--- config.mk ---
export PLATFORM = sky130hd
export DESIGN_NAME = serializer_arbiter
export DESIGN_NICKNAME = d
export VERILOG_FILES = /design/src/rtl/serializer_ctrl_pkg.sv /design/src/rtl/rr_picker.sv /design/src/rtl/serializer_arbiter.sv
export SDC_FILE = /design/constraint.sdc
export NUM_CORES = 1
export LEC_CHECK = 0
export CAP_MARGIN = 0
export CELL_PAD_IN_SITES_DETAIL_PLACEMENT = 0
export CELL_PAD_IN_SITES_GLOBAL_PLACEMENT = 1
export CORE_ASPECT_RATIO = 2
export CORE_MARGIN = 5
export CORE_UTILIZATION = 33
export DETAILED_ROUTE_END_ITERATION = 12
export GPL_TIMING_DRIVEN = 0
export PLACE_DENSITY = 0.83
export SLEW_MARGIN = 20
export SYNTH_ARGS = -nofsm -noshare
export SYNTH_HDL_FRONTEND = slang
export SYNTH_HIERARCHICAL = 1
export SYNTH_SLANG_ARGS = --single-unit
--- constraint.sdc ---
create_clock -name clk_i -period 18.8 [get_ports clk_i]
set_input_delay 5.64 -clock clk_i [delete_from_list [all_inputs] [get_ports clk_i]]
set_output_delay 5.64 -clock clk_i [all_outputs]
set_load 0.01 [all_outputs]
--- src/rtl/serializer_ctrl_pkg.sv ---
// Shared definitions for the serializer arbiter.
//   arb_state_t      : arbiter FSM states
//   MOD_ILLEGAL_1/2  : length codes the serializer silently ignores
//   TIMEOUT_DEFAULT  : default WAIT watchdog length in cycles
//   mod_is_legal()   : true when a length code will actually start a transfer
package serializer_ctrl_pkg;

  typedef enum logic [1:0] {
    IDLE  = 2'd0,
    ISSUE = 2'd1,
    WAIT  = 2'd2
  } arb_state_t;

  localparam logic [3:0] MOD_ILLEGAL_1 = 4'd1;
  localparam logic [3:0] MOD_ILLEGAL_2 = 4'd2;

  localparam int TIMEOUT_DEFAULT = 32;

  // Callers zero-extend their length field so any MOD_W can be checked.
  function automatic logic mod_is_legal(input logic [31:0] m);
    return (m != 32'(MOD_ILLEGAL_1)) && (m != 32'(MOD_ILLEGAL_2));
  endfunction

endpackage

--- src/rtl/rr_picker.sv ---
// Combinational round-robin picker.
//   req   : request vector
//   ptr   : index of the last winner; search starts at ptr+1 and wraps
//   grant : one-hot winner (all zero when nothing requests)
//   idx   : binary index of the winner
//   any   : at least one request is asserted
module rr_picker #(
  parameter int N_REQ = 4
) (
  input  logic [N_REQ-1:0]         req,
  input  logic [$clog2(N_REQ)-1:0] ptr,
  output logic [N_REQ-1:0]         grant,
  output logic [$clog2(N_REQ)-1:0] idx,
  output logic                     any
);

  localparam int IDX_W = $clog2(N_REQ);

  logic [IDX_W-1:0] cand;

  always_comb begin
    grant = '0;
    idx   = '0;
    any   = 1'b0;
    cand  = '0;
    for (int i = 1; i <= N_REQ; i++) begin
      cand = IDX_W'((int'(ptr) + i) % N_REQ);
      if (!any && req[cand]) begin
        any         = 1'b1;
        idx         = cand;
        grant[cand] = 1'b1;
      end
    end
  end

endmodule

--- src/rtl/serializer_arbiter.sv ---
// Round-robin arbiter sharing one serializer among N_REQ requesters.
//   clk_i, srst_i    : clock, synchronous active-high reset (shared with serializer)
//   req_val_i        : per-requester request, held until accepted
//   req_data_i       : packed words, requester k at [k*DATA_W +: DATA_W]
//   req_mod_i        : packed length codes, requester k at [k*MOD_W +: MOD_W]
//   req_ready_o      : one-hot accept pulse (same cycle as arbitration)
//   req_err_o        : one-hot reject pulse (illegal length or watchdog expiry)
//   ser_data_o       : word to serializer, held outside ISSUE
//   ser_data_mod_o   : length code to serializer, forwarded unchanged
//   ser_data_val_o   : single-cycle issue strobe
//   ser_busy_i       : serializer busy
//   grant_id_o       : index of current or most recent owner
//   active_o         : high while a transfer is in ISSUE or WAIT
module serializer_arbiter
  import serializer_ctrl_pkg::*;
#(
  parameter int N_REQ   = 4,
  parameter int DATA_W  = 16,
  parameter int MOD_W   = 4,
  parameter int TIMEOUT = TIMEOUT_DEFAULT
) (
  input  logic                      clk_i,
  input  logic                      srst_i,
  input  logic [N_REQ-1:0]          req_val_i,
  input  logic [N_REQ*DATA_W-1:0]   req_data_i,
  input  logic [N_REQ*MOD_W-1:0]    req_mod_i,
  output logic [N_REQ-1:0]          req_ready_o,
  output logic [N_REQ-1:0]          req_err_o,
  output logic [DATA_W-1:0]         ser_data_o,
  output logic [MOD_W-1:0]          ser_data_mod_o,
  output logic                      ser_data_val_o,
  input  logic                      ser_busy_i,
  output logic [$clog2(N_REQ)-1:0]  grant_id_o,
  output logic                      active_o
);

  localparam int IDX_W = $clog2(N_REQ);
  localparam int CNT_W = (TIMEOUT > 1) ? $clog2(TIMEOUT) : 1;
  localparam logic [CNT_W-1:0] CNT_LAST = CNT_W'(TIMEOUT - 1);

  arb_state_t        state, state_n;
  logic [IDX_W-1:0]  ptr, ptr_n;
  logic [CNT_W-1:0]  cnt, cnt_n;
  logic [N_REQ-1:0]  pick_grant;
  logic [IDX_W-1:0]  pick_idx;
  logic              pick_any;
  logic [DATA_W-1:0] win_data;
  logic [MOD_W-1:0]  win_mod;
  logic              win_legal;
  logic              load;
  logic [N_REQ-1:0]  ready_c, err_c;

  rr_picker #(.N_REQ(N_REQ)) u_picker (
    .req   (req_val_i),
    .ptr   (ptr),
    .grant (pick_grant),
    .idx   (pick_idx),
    .any   (pick_any)
  );

  always_comb begin
    win_data = '0;
    win_mod  = '0;
    for (int k = 0; k < N_REQ; k++) begin
      if (pick_idx == IDX_W'(k)) begin
        win_data = req_data_i[k*DATA_W +: DATA_W];
        win_mod  = req_mod_i[k*MOD_W +: MOD_W];
      end
    end
    win_legal = mod_is_legal(32'(win_mod));
  end

  always_comb begin
    state_n = state;
    ptr_n   = ptr;
    cnt_n   = cnt;
    load    = 1'b0;
    ready_c = '0;
    err_c   = '0;
    case (state)
      IDLE: begin
        cnt_n = '0;
        if (pick_any) begin
          ready_c = pick_grant;
          ptr_n   = pick_idx;
          if (win_legal) begin
            load    = 1'b1;
            state_n = ISSUE;
          end else begin
            // Serializer would ignore this length; reject instead of waiting on it.
            err_c = pick_grant;
          end
        end
      end
      ISSUE: begin
        // Busy is not examined here: it already reflects our own valid strobe.
        cnt_n   = '0;
        state_n = WAIT;
      end
      WAIT: begin
        if (!ser_busy_i) begin
          state_n = IDLE;
        end else if (cnt == CNT_LAST) begin
          err_c   = N_REQ'(1) << grant_id_o;
          state_n = IDLE;
        end else begin
          cnt_n = cnt + CNT_W'(1);
        end
      end
      default: state_n = IDLE;
    endcase
  end

  assign req_ready_o    = srst_i ? '0 : ready_c;
  assign req_err_o      = srst_i ? '0 : err_c;
  assign ser_data_val_o = (state == ISSUE);
  assign active_o       = (state != IDLE);

  always_ff @(posedge clk_i) begin
    if (srst_i) begin
      state <= IDLE;
      ptr   <= IDX_W'(N_REQ - 1);
      cnt   <= '0;
    end else begin
      state <= state_n;
      ptr   <= ptr_n;
      cnt   <= cnt_n;
    end
  end

  // Output word registers: loaded only on a legal grant.
  always_ff @(posedge clk_i) begin
    if (srst_i) begin
      ser_data_o     <= '0;
      ser_data_mod_o <= '0;
      grant_id_o     <= '0;
    end else if (load) begin
      ser_data_o     <= win_data;
      ser_data_mod_o <= win_mod;
      grant_id_o     <= pick_idx;
    end
  end

endmodule

==> impl_metrics.ini, run 1 <==
[worst_setup_path]
cp_cell_sequence = clkdlybuf4s50_1 > or3b_1 > o21ai_1 > a21oi_1 > o22ai_2 > o31a_1 > buf_6 > mux4_2 > nor2_4 > buf_4 > nand2_2 > o22ai_1 > clkdlybuf4s50_1
path_delay_family = buffers and inverters
path_common_cell = clkdlybuf4s50_1
ff2ff_path_depth = 13
r2r-end = ser_data_o[14]$_SDFFE_PP0P_
critical_path.endpoint_type = output pin
cp.arrival_ns = 9.50
cp.depth = 13
cp_num_buf_inv = 4
cp.required_ns = 13.16
cp-startpoint = req_val_i[3]
crit_slowest_cell = mux4_2
critPathMaxFanout = 10
reg2reg_from = ptr[0]$_SDFFE_PP1P_
crit_type = primary input to output pin
worstSetupEndpoint = req_err_o[1]
cpPeakStageDelay_ns = 0.62
cp-start-kind = primary input
reg2reg_slack_ns = 15.11

[clocking]
cts_made_buffers = 5
path_clk_slew_ns = 0.05
cts.sinks = 31
cts_resized = 0
cts_root_buffer = clkbuf_16
cts_buffer_depth = 2
insertion_delay_ns = 0.28
htree_num_levels = 2
cts_setup_buffers = 0
ctsHoldBuffers = 0
cts_tree = yes

[global_route]
grt_overflow = 0
grt_util_all_layers = 0.185
grt_pass1_wl_mm = 14.8
grt_pass1_vias = 3064
grt_start_max_net_pins = 12
antenna_found_initial = 0

[routing]
routed_wl_mm = 9.30
drt_iter0_drc = 94
vias = 2905
avgRoutedWirePerCell_um = 17.3
vias_per_cell = 5.40
drcViolationCount = 0
antenna_left = 0
drt_first_pass_iters = 4

[sta]
rsz0062_at_grt = false
fin_crit_ns = 15.14
max_freq_mhz = 66.0
fin_skew_ns = 0.00264
timing.final.ws_setup_ns = 3.66
finalHoldViolations = 0
max_slew_margin = 0.419
worstMarginPinSlew_ns = 0.870
final_max_slew_viol_count = 0
setup_tns_ns = 0
min_period_over_period = 0.805
setup_viol = 0

[power_and_ir_drop]
p_sw_frac = 0.446
p_int_w = 0.000394
seqPwrFrac = 0.154
switchingPower_w = 0.000317
pwr-share-clk = 0.112
p_per_area_nw_per_um2 = 170
ir_worst_vdd_mv = 0.108
power.leakage_nw = 1.65
comb_power_share = 0.734

[floorplanning]
rows = 47
die_area_um2 = 10400
die_x_um = 74.7
num_io_pins = 119
start_util = 0.336
die_h_um = 139
core-area_um2 = 8230

[synthesis]
synth_top_family_by_area = simple AND/OR/NAND/NOR gates
synth-simple-area-share = 0.237
synthCells = 317
ys_ff_latch = 31
synth_fp_nets = 414
synthXorXnorAreaFrac = 0.0195
synth_mux_area_frac = 0.201
ys_top_cells_by_area = dfxtp_1 (22%), mux4_2 (17%), nor2_1 (6.3%), nand2_1 (5.6%), a211o_1 (5.1%)
syn_area_um2 = 2760
syn_area_per_cell_um2 = 8.71
synth_fa_ha_area_frac = 0.0453
ys_seq_area_frac = 0.225
synth_compound_area_frac = 0.193
synth.distinct_cells = 54
yosys_warnings = 6
synth_top_cell_by_area = dfxtp_1
synth_top_area_share = 0.225

[cells_and_area]
antenna_cells = 0
nets = 537
fin_area_um2 = 4190
area_delta_synth_final_pct = 51.7
layout-drive-gt1-share = 0.120

[run]
maxCapViolCount = 0

[placement]
gpl.final_weighted_congestion = 0.893
place_hpwl_mm = 7.59
port_buffers = 116
pre_cts_slack_ns = 3.61
placed_area_um2 = 4050

[min_path]
hp-class = flip-flop to flip-flop

[outcome]
outcome = finished, final reports clean
## Yosys cell counts (all sizes together)
library cell / instances
a211o: 16
a211oi: 5
a21boi: 2
a21oi: 7
a221o: 4
a221oi: 2
a31oi: 1
and2: 2
and3: 1
buf: 15
clkbuf: 8
dfxtp: 31
ha: 10
inv: 13
mux2i: 7
mux4: 21
nand2: 42
nand2b: 20
nand3: 1
nand3b: 2
nand4: 1
nor2: 48
nor2b: 3
nor3: 4
nor3b: 5
nor4: 3
nor4b: 1
o211ai: 2
o21ai: 8
o22a: 1
o22ai: 21
o31a: 1
o32ai: 1
or2: 1
or3: 1
or3b: 2
xnor2: 1
xor2: 3
## layout make-up
cell class / instances / area (µm²)
multi-input combinational: 250 / 1920
clock inverter: 1 / 5.00
clock buffer: 6 / 139
sequential: 31 / 621
inverter: 13 / 48.8
buffer: 23 / 171
tap: 98 / 123
fill: 800 / 4040
timing repair buffer: 116 / 1160
## cells in the final DEF, fill, tap and decap left out, drive strengths merged, types with 2 or more instances in the layout
cell type / instances
or3b: 2
clkdlybuf4s50: 116
a211oi: 5
o22ai: 21
o211ai: 2
clkbuf: 14
nor3b: 5
nand2b: 20
ha: 10
mux2i: 7
xor2: 3
nor4: 3
and2: 2
mux4: 21
nor3: 4
o21ai: 8
nor2: 48
nand2: 42
inv: 13
a211o: 16
a21boi: 2
a221oi: 2
nand3b: 2
dfxtp: 31
a221o: 4
a21oi: 7
buf: 15
nor2b: 3
## layer usage
layer / vias up / GRT usage / part of all wire
met3: 18 / 0.0282 / 0.047
met4: 0 / 0.0769 / 0.028
met5: - / 0 / 0
li1: 1396 / - / -
met2: 81 / 0.365 / 0.60
met1: 1410 / 0.175 / 0.32
## registers in the layout (all words and copies together), names as in the netlist
signal and flops:
cnt 5, grant_id_o 2, ptr 2, ser_data_mod_o 4, ser_data_o 16, state 2
## worst reg2reg max path, delay by kind of cell, from the launching register on
family	cells	cell delay, ns
fa+ha+maj	1	0.30
buf+inv	5	1.33
mux	1	0.43
simple gates	1	0.11
flops	1	0.52
compound gates	5	0.90
## cell families after synthesis
logic type                 after synthesis
xor gates and xnor gates                 4
AOI/OAI and AO/OA                       71
and+or+nand+nor                        137
adders and majority gates               10
DFF                                     31
muxes                                   28
buffers and inverters                   36
## through the flow
| step | util | total power, W | instances | hold WS (ns) |
|---|---|---|---|---|
| global placement | 0.491 | 0.000634 | 531 | 0.481 |
| floorplan | - | 0.000482 | 317 | 0.467 |
| global route | 0.509 | 0.000765 | 538 | 0.546 |
| finish | 0.509 | 0.000711 | 538 | 0.504 |
| CTS | 0.509 | 0.000720 | 538 | 0.508 |
| detailed placement | 0.491 | 0.000639 | 531 | 0.492 |
## worst min path at each step
stage                                         from                        endpoint  slack [ns]  depth (start not counted)
finish              ser_data_mod_o[0]$_SDFFE_PP0P_  ser_data_mod_o[0]$_SDFFE_PP0P_        0.50                          2
global route        ser_data_mod_o[0]$_SDFFE_PP0P_  ser_data_mod_o[0]$_SDFFE_PP0P_        0.55                          2
CTS                 ser_data_mod_o[0]$_SDFFE_PP0P_  ser_data_mod_o[0]$_SDFFE_PP0P_        0.51                          2
detailed placement  ser_data_mod_o[0]$_SDFFE_PP0P_  ser_data_mod_o[0]$_SDFFE_PP0P_        0.49                          2
global placement               cnt[4]$_SDFFE_PP0P_             cnt[4]$_SDFFE_PP0P_        0.48                          2
floorplan                      cnt[4]$_SDFFE_PP0P_             cnt[4]$_SDFFE_PP0P_        0.47                          2
## power by group through the flow
stage	clock network (W)	logic, W	registers (W)
floorplan	0	0.000369	0.000113
global placement	0	0.000524	0.000110
detailed placement	0	0.000528	0.000111
CTS	0.0000811	0.000530	0.000109
global route	0.0000841	0.000569	0.000112
finish	0.0000798	0.000522	0.000109
Power figures use the tool's default switching activity.
==> run 2, diff against run 1 <==
--- a/config.mk
+++ b/config.mk
@@ -10,10 +10,10 @@
 export CELL_PAD_IN_SITES_GLOBAL_PLACEMENT = 1
 export CORE_ASPECT_RATIO = 2
 export CORE_MARGIN = 5
-export CORE_UTILIZATION = 33
+export CORE_UTILIZATION = 28
 export DETAILED_ROUTE_END_ITERATION = 12
 export GPL_TIMING_DRIVEN = 0
-export PLACE_DENSITY = 0.83
+export PLACE_DENSITY = 0.75
 export SLEW_MARGIN = 20
 export SYNTH_ARGS = -nofsm -noshare
 export SYNTH_HDL_FRONTEND = slang
==> constraint.sdc (replaced) <==
create_clock -name clk_i -period 13.14 [get_ports clk_i]
set_input_delay 3.942 -clock clk_i [delete_from_list [all_inputs] [get_ports clk_i]]
set_output_delay 3.942 -clock clk_i [all_outputs]
set_load 0.01 [all_outputs]
==> impl_metrics.ini, run 2 (same netlist as run 1, synthesis figures left out) <==
[outcome]
outcome = finished, final reports clean

[clocking]
insertion_delay_ns = 0.28
cts_tree = yes
ctsHoldBuffers = 0
cts_resized = 0
cts_root_buffer = clkbuf_16
cts.sinks = 31
htree_num_levels = 2
cts_made_buffers = 5
cts_setup_buffers = 0
cts_buffer_depth = 2
path_clk_slew_ns = 0.05

[worst_setup_path]
ff2ff_path_depth = 12
critPathMaxFanout = 10
cp.arrival_ns = 7.84
reg2reg_slack_ns = 9.36
cp-start-kind = primary input
crit_type = primary input to output pin
cp.required_ns = 9.20
cp-startpoint = req_val_i[1]
r2r-end = ser_data_o[9]$_SDFFE_PP0P_
critical_path.endpoint_type = output pin
reg2reg_from = ptr[1]$_SDFFE_PP1P_

[power_and_ir_drop]
seqPwrFrac = 0.151
comb_power_share = 0.732
pwr-share-clk = 0.118
p_sw_frac = 0.451
p_per_area_nw_per_um2 = 245
p_int_w = 0.000570
power.leakage_nw = 1.66
ir_worst_vdd_mv = 0.187
switchingPower_w = 0.000469

[sta]
max_freq_mhz = 84.8
setup_viol = 0
worstMarginPinSlew_ns = 0.864
rsz0062_at_grt = false
min_period_over_period = 0.897
fin_skew_ns = 0.00550
final_max_slew_viol_count = 0
finalHoldViolations = 0
setup_tns_ns = 0
fin_crit_ns = 11.79
max_slew_margin = 0.423
whs_ns = 0.495

[min_path]
hp-class = flip-flop to flip-flop
min_to = ser_data_mod_o[0]$_SDFFE_PP0P_
worstHoldStart = ser_data_mod_o[0]$_SDFFE_PP0P_
worstHoldPathCells = 2

[floorplanning]
die_h_um = 150
start_util = 0.285
die_x_um = 80.2
core-area_um2 = 9700
rows = 51
die_area_um2 = 12100
num_io_pins = 119

[cells_and_area]
largest_reg_flops = 16
layout-drive-gt1-share = 0.120
fin_area_um2 = 4250
reg.largest.list = ser_data_o: 16 flops, cnt: 5 flops, ser_data_mod_o: 4 flops
layout_commonest_cell = clkdlybuf4s50_1
antenna_cells = 0
fillerInstances = 1013
area_delta_synth_final_pct = 53.7
final_cell_mix = clkdlybuf4s50_1 (116), nor2_1 (46), nand2_1 (41), dfxtp_1 (31), mux4_2 (21)
nets = 537
final_core_util = 0.438
regMostFlops = ser_data_o

[routing]
vias = 2893
drt_first_pass_iters = 4
drt_iter0_drc = 156
drcViolationCount = 0
avgRoutedWirePerCell_um = 17.3
vias_per_cell = 5.05
routed_wl_mm = 9.91
antenna_left = 0

[global_route]
grt_pass1_vias = 3003
antenna_found_initial = 0
grt_start_max_net_pins = 12
grt_overflow = 0
grt_pass1_wl_mm = 15.6
grt_util_all_layers = 0.168

[placement]
port_buffers = 116
gpl.final_weighted_congestion = 0.846
place_hpwl_mm = 8.12
placed_area_um2 = 4090

[run]
maxCapViolCount = 0
==> run 2: cell types whose count changed in the layout (fill, tap and decap cells not counted), sizes merged <==
cell,delta
clkinv,-1
clkbuf,+2
==> run 2: per-stage QoR <==
step                      instances  worst slack [ns]  total power [W]
after floorplan                 317              2.69         0.000690
after global placement          565              1.39         0.000915
after detailed placement        565              1.34         0.000925
after CTS                       573              1.35          0.00105
after global routing            573              1.14          0.00112
final                           573              1.35          0.00104
==> run 2: final cells by class <==
cell class              count  area (µm²)  share of cell area
inverters                  13        48.8              0.0115
well taps                 132         165              0.0389
clock buffers               8         156              0.0368
repair buffers            116        1160               0.274
plain buffers              23         171              0.0404
multi-input cells         250        1920               0.453
flip-flops and latches     31         621               0.146
==> run 2: metal layers <==
layer / share of wire / GRT usage / vias up
met5: 0 / 0 / -
met4: 0.018 / 0.0558 / 0
met3: 0.040 / 0.0198 / 12
met2: 0.62 / 0.341 / 74
met1: 0.32 / 0.168 / 1400
li1: - / - / 1407
==> run 2: critical path, cell delays in order <==
cell and delay [ns]:
clkdlybuf4s50_1 0.56, mux4_2 0.66, a21oi_2 0.17, nor3_1 0.06
nor2_2 0.09, o31a_1 0.16, buf_6 0.13, mux4_2 0.61
nor2_4 0.28, buf_4 0.25, nand2_2 0.14, o22ai_1 0.21
clkdlybuf4s50_1 0.58
==> run 2: power by group through the flow <==
stage                     clock, W  combinational (W)  sequential, W
after CTS                 0.000124           0.000770       0.000156
after detailed placement         0           0.000768       0.000158
final                     0.000122           0.000761       0.000157
after global placement           0           0.000758       0.000157
after global routing      0.000128           0.000828       0.000161
after floorplan                  0           0.000528       0.000162
==> run 2: worst max-delay path by stage <==
| stage | end | slack (ns) |
|---|---|---|
| floorplan | req_err_o[1] | 2.69 |
| global route | req_err_o[2] | 1.14 |
| CTS | req_err_o[1] | 1.35 |
| global placement | req_err_o[1] | 1.39 |
| detailed placement | req_err_o[1] | 1.34 |
| finish | req_err_o[1] | 1.35 |
==> run 3, diff against run 2 <==
--- a/config.mk
+++ b/config.mk
@@ -5,7 +5,7 @@
 export SDC_FILE = /design/constraint.sdc
 export NUM_CORES = 1
 export LEC_CHECK = 0
-export CAP_MARGIN = 0
+export CAP_MARGIN = 30
 export CELL_PAD_IN_SITES_DETAIL_PLACEMENT = 0
 export CELL_PAD_IN_SITES_GLOBAL_PLACEMENT = 1
 export CORE_ASPECT_RATIO = 2
==> results of run 3 <==
The final DEF is identical to that of run 2; final timing and power are the same.
